### src/rtl/gh_uart_rx_8bit.sv
`default_nettype none
// ============================================================================
// Module   : gh_uart_rx_8bit
// Purpose  : 8-bit UART receive engine for the 16550 core. Oversamples srx at
//            16x baud, validates the start bit, shifts in 5..8 data bits LSB
//            first, checks optional parity and the stop bit, and presents each
//            word with error flags as a one-cycle write strobe.
// Options  : GH_UART_RX_MAJORITY_VOTE_EN - 2-of-3 majority vote per bit.
// Revision : 1.0 - initial release
// ============================================================================
module gh_uart_rx_8bit #(
    parameter int SYNC_STAGES = 2
) (
    input  logic       clk,
    input  logic       rst,
    input  logic       brcx16,
    input  logic       srx,
    input  int         num_bits,
    input  logic       parity_en,
    input  logic       parity_ev,
    output logic [7:0] d,
    output logic       wr,
    output logic       parity_er,
    output logic       frame_er,
    output logic       break_itr,
    output logic       busyn
);

    localparam logic [2:0] ST_IDLE  = 3'd0;
    localparam logic [2:0] ST_START = 3'd1;
    localparam logic [2:0] ST_DATA  = 3'd2;
    localparam logic [2:0] ST_PAR   = 3'd3;
    localparam logic [2:0] ST_STOP  = 3'd4;

`ifdef GH_UART_RX_MAJORITY_VOTE_EN
    // Decision at the third vote sample; restarting at 1 keeps the next
    // decision point (scnt=0) exactly one bit time away.
    localparam logic [3:0] C_START_PT = 4'd8;
    localparam logic [3:0] C_DATA_PT  = 4'd0;
    localparam logic [3:0] C_RESTART  = 4'd1;
`else
    localparam logic [3:0] C_START_PT = 4'd7;
    localparam logic [3:0] C_DATA_PT  = 4'd15;
    localparam logic [3:0] C_RESTART  = 4'd0;
`endif

    logic [SYNC_STAGES-1:0] r_sync;
    logic [2:0]             r_state;
    logic [3:0]             r_scnt;
    logic [2:0]             r_bidx;
    logic [7:0]             r_shreg;
    logic [3:0]             r_nb;
    logic                   r_pen;
    logic                   r_pev;
    logic                   r_par;
    logic                   r_parbit;
    logic                   r_stop;
    logic                   r_brk_pend;
    logic                   r_fin;
    logic                   r_wait_high;
    logic [7:0]             r_d;
    logic                   r_wr;
    logic                   r_per;
    logic                   r_fer;
    logic                   r_brk;

    logic                   w_rxs;
    logic [3:0]             w_nb_clamp;
    logic [7:0]             w_mask;
    logic [7:0]             w_data;
    logic                   w_pt;
    logic                   w_bit;
    logic                   w_last;
    logic                   w_break;

    assign w_rxs      = r_sync[SYNC_STAGES-1];
    assign w_nb_clamp = (num_bits >= 5 && num_bits <= 8) ? num_bits[3:0] : 4'd8;
    assign w_mask     = 8'hFF >> (4'd8 - r_nb);
    assign w_data     = r_shreg & w_mask;
    assign w_pt       = (r_state == ST_START) ? (r_scnt == C_START_PT)
                                              : (r_scnt == C_DATA_PT);
    assign w_last     = ({1'b0, r_bidx} == (r_nb - 4'd1));
    assign w_break    = (w_data == 8'h00) & (~r_pen | ~r_parbit) & ~w_bit;

    // Metastability synchronizer for the asynchronous serial input
    always_ff @(posedge clk or posedge rst) begin
        if (rst) r_sync <= '1;
        else     r_sync <= {r_sync[SYNC_STAGES-2:0], srx};
    end

`ifdef GH_UART_RX_MAJORITY_VOTE_EN
    logic r_v0;
    logic r_v1;

    // Capture the two samples preceding the decision point for the vote
    always_ff @(posedge clk or posedge rst) begin
        if (rst) begin
            r_v0 <= 1'b1;
            r_v1 <= 1'b1;
        end else if (brcx16) begin
            if (r_scnt == ((r_state == ST_START) ? 4'd6 : 4'd14)) r_v0 <= w_rxs;
            if (r_scnt == ((r_state == ST_START) ? 4'd7 : 4'd15)) r_v1 <= w_rxs;
        end
    end

    assign w_bit = (r_v0 & r_v1) | (r_v0 & w_rxs) | (r_v1 & w_rxs);
`else
    assign w_bit = w_rxs;
`endif

    // Receive FSM: start validation, data shift, parity and stop sampling
    always_ff @(posedge clk or posedge rst) begin
        if (rst) begin
            r_state     <= ST_IDLE;
            r_scnt      <= 4'd0;
            r_bidx      <= 3'd0;
            r_shreg     <= 8'h00;
            r_nb        <= 4'd8;
            r_pen       <= 1'b0;
            r_pev       <= 1'b0;
            r_par       <= 1'b0;
            r_parbit    <= 1'b0;
            r_stop      <= 1'b1;
            r_brk_pend  <= 1'b0;
            r_fin       <= 1'b0;
            r_wait_high <= 1'b0;
        end else begin
            r_fin <= 1'b0;
            // After a break the line must go high before a new start is accepted
            if (r_state == ST_IDLE && w_rxs) r_wait_high <= 1'b0;
            if (brcx16) begin
                r_scnt <= r_scnt + 4'd1;
                case (r_state)
                    ST_IDLE: begin
                        if (!w_rxs && !r_wait_high) begin
                            r_scnt  <= 4'd0;
                            r_state <= ST_START;
                        end
                    end
                    ST_START: begin
                        if (w_pt) begin
                            if (w_bit) begin
                                r_state <= ST_IDLE;
                            end else begin
                                r_nb     <= w_nb_clamp;
                                r_pen    <= parity_en;
                                r_pev    <= parity_ev;
                                r_scnt   <= C_RESTART;
                                r_bidx   <= 3'd0;
                                r_par    <= 1'b0;
                                r_parbit <= 1'b0;
                                r_shreg  <= 8'h00;
                                r_state  <= ST_DATA;
                            end
                        end
                    end
                    ST_DATA: begin
                        if (w_pt) begin
                            r_shreg[r_bidx] <= w_bit;
                            r_par           <= r_par ^ w_bit;
                            r_bidx          <= r_bidx + 3'd1;
                            if (w_last) r_state <= r_pen ? ST_PAR : ST_STOP;
                        end
                    end
                    ST_PAR: begin
                        if (w_pt) begin
                            r_parbit <= w_bit;
                            r_state  <= ST_STOP;
                        end
                    end
                    ST_STOP: begin
                        if (w_pt) begin
                            r_stop     <= w_bit;
                            r_brk_pend <= w_break;
                            r_fin      <= 1'b1;
                            r_state    <= ST_IDLE;
                            if (w_break) r_wait_high <= 1'b1;
                        end
                    end
                    default: r_state <= ST_IDLE;
                endcase
            end
        end
    end

    // Output register: one-cycle strobe, word and flags held until next strobe
    always_ff @(posedge clk or posedge rst) begin
        if (rst) begin
            r_wr  <= 1'b0;
            r_d   <= 8'h00;
            r_per <= 1'b0;
            r_fer <= 1'b0;
            r_brk <= 1'b0;
        end else begin
            r_wr <= r_fin;
            if (r_fin) begin
                r_d   <= w_data;
                r_fer <= ~r_stop;
                r_brk <= r_brk_pend;
                r_per <= r_pen & ((r_par ^ r_parbit) != ~r_pev);
            end
        end
    end

    assign d         = r_d;
    assign wr        = r_wr;
    assign parity_er = r_per;
    assign frame_er  = r_fer;
    assign break_itr = r_brk;
    assign busyn     = (r_state == ST_IDLE);

endmodule
`default_nettype wire
### config.mk
export PLATFORM = sky130hd
export DESIGN_NAME = gh_uart_rx_8bit
export DESIGN_NICKNAME = d
export VERILOG_FILES = /design/src/rtl/gh_uart_rx_8bit.sv
export SDC_FILE = /design/constraint.sdc
export NUM_CORES = 1
export LEC_CHECK = 0
export ABC_AREA = 1
export BUFFER_PORTS_ARGS = -buffer_cell sky130_fd_sc_hd__buf_2
export CAP_MARGIN = 10
export CORE_UTILIZATION = 50
export CTS_CLUSTER_SIZE = 10
export DETAILED_ROUTE_END_ITERATION = 12
export PLACE_DENSITY = 0.76
export REMOVE_ABC_BUFFERS = 1
export SYNTH_ARGS = -nofsm -noshare
export SYNTH_HDL_FRONTEND = slang
export SYNTH_SLANG_ARGS = --single-unit
### constraint.sdc
create_clock -name clk -period 1.79 [get_ports clk]
set_clock_uncertainty 0.2 [all_clocks]
set_input_delay 0.4475 -clock clk [delete_from_list [all_inputs] [get_ports clk]]
set_output_delay 0.4475 -clock clk [all_outputs]
set_load 0.01 [all_outputs]
### After elaboration in Yosys (flattened, before gate mapping)

Cells that the tools add are included.
Widths: inputs -> output; s select.

| cells by class | value |
|---|---|
| add/subtract/negate cells | 4 |
| order comparisons | 4 |
| equal/unequal tests | 15 |
| shift operators | 1 |
| multiplexer cells | 40 |
| bitwise operators | 12 |
| reduce and logical (&&, ||, !) cells | 15 |

Operators with widths:

| operator | count |
|---|---|
| $ge 32x4->1 const B | 1 |
| $le 32x5->1 const B | 1 |
| $mux 3 | 10 |
| $mux 8 | 3 |
| $mux 4 | 4 |
| $pmux 8 s2 | 1 |
| $pmux 3 s5 | 1 |
| $mux 1 | 14 |
| $ne 2x2->1 const B | 6 |
| $reduce_and 5->1 | 2 |
| $and 8x8->8 | 1 |
| $bwmux 8 | 1 |
| $logic_not 8->1 | 1 |
| $pmux 4 s2 | 1 |
| $shr 8x4->8 const A | 1 |
| $reduce_and 7->1 | 1 |
| $eq 3x2->1 const B | 2 |
| $pmux 3 s2 | 1 |
| $not 1->1 | 5 |
| $add 4x1->4 const B | 1 |
| $eq 3x4->1 | 1 |
| $eq 4x3->1 const B | 1 |
| $eq 4x4->1 const B | 1 |
| $logic_and 1x1->1 | 4 |
| other kinds (20) | 26 |

| word-level totals | value |
|---|---|
| bits in registers | 44 |
| input bits | 38 |
| output and inout port bits | 13 |

### Depth between registers and ports, before layout

| logic depth | value |
|---|---|
| depth after elaboration | 10 |
| gate-level depth with buffers | 12 |

### Worst setup path before layout

Ideal clock, no wire load.

| timing path | value |
|---|---|
| path type | register to register |
| from | register r_nb[0] |
| to | register r_state[2] |
| arrival | 1.610 ns |
| required time | 1.473 ns |
| setup slack | -0.137 ns |
| stages on the path, launching flop included | 13 |
| path buffers | 0 |
| period minus slack after synthesis | 1.927 ns |
| cells stage by stage | dfrtp_1 > inv_1 > ha_1 > inv_1 > ha_1 > xnor2_1 > nand3_1 > nor2_1 > nand2_1 > nand2_1 > nand2_1 > nand2_1 > nand2_1 |

| on the way | value |
|---|---|
| word-level cells in the longest chain between the ends | 4 |

RTL lines:

| what | line | RTL |
|---|---|---|
| from (decl) | 52 | `logic [3:0] r_nb;` |
| from (signal assigned) | 145 | `r_nb <= w_nb_clamp;` |
| $sub 4x1->4 | 82 | `assign w_last = ({1'b0, r_bidx} == (r_nb - 4'd1));` |
| $eq 3x4->1 | 82 |  |
| $ne 2x2->1 (no line) | n/a |  |
| $reduce_and 7->1 (no line) | n/a |  |
| to (signal assigned) | 162 | `if (w_last) r_state <= r_pen ? ST_PAR : ST_STOP;` |
| to (decl) | 48 | `logic [2:0] r_state;` |

Every way passes these cells.
A chain may end at the register's enable or synchronous reset.

### Final worst setup path

Ends and elaborated chain as after synthesis.

==> impl_metrics.json <==
{
  "critPathLaunchType": "flip-flop",
  "dieHeight_um": 74.2,
  "worstPathMaxFanout": 4,
  "syn_area_per_cell_um2": 7.29,
  "yosysTopAreaCellShare_pct": 38.4,
  "drive_gt1_share_pct": 35.3,
  "yosys.area.top_type": "dfrtp_1",
  "placementRows": 25,
  "p_leak_nw": 1.96,
  "finalCritPeriodShare_pct": 109,
  "crit_chain": "inv_2 -> ha_4 -> inv_4 -> ha_4 -> xnor2_2 -> nand3_1 -> nor2_1 -> nand2_1 -> nand2_2 -> nand2_4 -> nand2_2 -> nand2_1",
  "crit_start": "r_nb[0]",
  "htreeDepth": 2,
  "final_antenna_net_count": 0,
  "layout_setup_ws_ps": -168,
  "min_path_type": "primary input to asynchronous set/reset pin",
  "core_area_um2": 4880,
  "ir_drop_mv": 1.18,
  "clkTransAtPathRegs_ps": 90,
  "synthesis.area_um2": 2610,
  "numCtsBuffers": 5,
  "antenna_found_initial": 0,
  "total_power_w": 0.00346,
  "slowest_delay_ps": 400,
  "slowest_stage": "dfrtp_1",
  "die-area_um2": 5510,
  "relSlewSlack_pct": 65.1,
  "rrSetupSlack_ps": -170,
  "n_antenna_cell": 0,
  "via_count": 2644,
  "num-fill-cells": 383,
  "stdcell_count": 518,
  "wl_mm": 6.65,
  "via_per_inst": 5.10,
  "tightest_slew_ps": 523,
  "grt_max_degree": 45,
  "wl_per_cell_um": 12.8,
  "dp.cells": 493,
  "cts_tree": "built",
  "reg2reg_from": "r_nb[0]",
  "overflow": 0,
  "clkLatencyLatePin_ps": 300,
  "cp.required_ps": 1780,
  "area_growth_pct": 36.5,
  "ys_types": 29,
  "critical_path_class": "flip-flop to flip-flop",
  "gp_congestion": 0.835,
  "fmax_ghz": 0.511,
  "syn_inst": 358,
  "cap_violations": 0,
  "rsz0062_at_grt": "yes",
  "fin_util_pct": 73.0,
  "io_buffers": 50,
  "drt_iter0_markers": 161,
  "cts_root_buf": "clkbuf_8",
  "drcViolationCount": 0,
  "grt_usage_pct": 24.4,
  "fin_crit_ps": 1960,
  "start_util_pct": 53.5,
  "finalInstanceArea_um2": 3560,
  "place_area_um2": 3100,
  "fin_nets": 495,
  "ys_ff_latch": 44,
  "first_pass_iters": 6,
  "numClockSinks": 44,
  "synth_area_leaders": "dfrtp_1 38%, nand2_1 14%, inv_1 7.6%",
  "violations": "negative hold slack, negative setup slack",
  "status": "finished, violations left",
  "grt_pass1_vias": 2306,
  "timing.rr.end": "r_state[2]",
  "hold_violations": 9,
  "grt_pass1_wl_mm": 10.3,
  "ys_warn_count": 0,
  "hpwl_mm": 4.55,
  "yosysSeqAreaShare_pct": 42.4,
  "ff2ff_path_depth": 12,
  "critPathCaptureType": "flip-flop",
  "clk_path_buf_depth": 2,
  "whs_ps": -5.57,
  "io_pins": 51,
  "finalSetupViolations": 6,
  "p_per_area_nw_per_um2": 970,
  "totalNegativeSetupSlack_ps": -739,
  "dieWidth_um": 74.2,
  "final-max-slew-violation-count": 0,
  "crit_arrival_ps": 1940
}
==> state kept, by name, summed over array words and instances, names as in the netlist, 2 cells and up <==
register and flops:
d 8, r_bidx 3, r_nb 4, r_scnt 4, r_shreg 8, r_state 3
r_sync 2
==> logic make-up (layout without fill, tap and decap cells) <==
logic type,after synthesis,count (layout),synth area share (%)
AO/OA/AOI/OAI,37,37,7.82
XOR/XNOR,6,6,2.01
flip-flops,44,44,42.4
adder cells (fa/ha/maj),7,7,3.36
buffers and inverters,62,154,9.45
AND/OR/NAND/NOR,202,203,35.0
==> metal layers <==
| layer | up-vias | GRT usage [%] | routed length, um |
|---|---|---|---|
| met2 | 92 | 41.6 | 3380 |
| met1 | 1214 | 32.2 | 2870 |
| met5 | - | 0 | 0 |
| met3 | 8 | 4.20 | 320 |
| li1 | 1330 | - | - |
| met4 | 0 | 6.92 | 75 |
==> layout make-up <==
cell class	instances	area, um2	area share, %
multi-input combinational	253	1460	40.9
sequential	44	1110	31.1
timing repair buffer	88	567	15.9
inverter	57	224	6.29
tap	67	83.8	2.35
clock buffer	5	68.8	1.93
clock inverter	3	46.3	1.30
timing repair inverter	1	8.76	0.246
==> worst max path at each step <==
| stage | to | slack, ps | cells past startpoint |
|---|---|---|---|
| finish | r_state[2] | -170 | 12 |
| global route | r_state[2] | -280 | 12 |
| CTS | r_state[2] | -110 | 12 |
| detailed placement | r_state[1] | -250 | 12 |
| global placement | r_state[1] | -180 | 12 |
| floorplan | r_state[2] | -140 | 12 |
==> worst max-delay path, delay by kind of cell (launching register included) <==
kind | cells | cell delay [ps]
XOR/XNOR | 1 | 100
adder cells (fa/ha/maj) | 2 | 430
buffers and inverters | 2 | 140
flip-flops | 1 | 400
AND/OR/NAND/NOR | 7 | 590
==> metrics by stage <==
| step | setup slack, ps | hold WS [ps] |
|---|---|---|
| after floorplan | -137 | 145 |
| after global placement | -177 | 149 |
| after detailed placement | -254 | 149 |
| after CTS | -109 | 17.3 |
| after global routing | -282 | 19.0 |
| final | -168 | -5.57 |
==> what timing repair did <==
action / CTS / global route
hold buffers: 0 / 0
cloned: 0 / 2
buffers inserted: 5 / 10
resized for setup: 15 / 57
pin swaps: 8 / 21
endpoints found under the setup margin: 9 / 29
==> layout by cell type, fill, tap and decap left out, types with 3 or more instances in the layout <==
master	Yosys	routed
nand2_2	3	10
dfrtp_1	40	39
ha_4	0	3
xor2_1	4	4
nand3_2	1	8
inv_1	53	49
nor2_4	3	4
nor2_2	0	3
nand4_1	14	14
buf_2	3	50
nor3_1	11	10
buf_6	1	5
clkbuf_8	0	5
nor2_1	40	36
buf_4	0	32
o21ai_2	0	11
o31ai_1	3	3
nand2_1	95	86
dfstp_2	4	4
nand3_1	32	24
ha_1	7	3
inv_2	3	6
o21ai_0	26	12
a21oi_1	3	3
o21ai_1	0	3
nand2_4	1	4
==> cells in the mapped netlist <==
library cell and count:
o31ai_1 3, nand2_1 95, dfrtp_1 40, xor2_1 4
inv_2 3, o21ai_0 26, nor3_1 11, o211ai_1 1
xnor2_1 2, a21oi_1 3, o21a_1 1, nand3_1 32
clkbuf_1 1, dfstp_2 4, nand3_2 1, buf_6 1
nor3_4 1, buf_2 3, nand4_2 1, o21bai_1 2
nand2_4 1, nor2_1 40, inv_4 1, ha_1 7
o22ai_1 1, nor2_4 3, nand2_2 3, nand4_1 14
inv_1 53
==> report_power, final <==
part	switching, W	internal (W)	total [W]
logic	0.000838	0.000545	0.00138
registers	0.000150	0.00113	0.00128
clock network	0.000371	0.000421	0.000791
(Power assumes the default switching activity.)
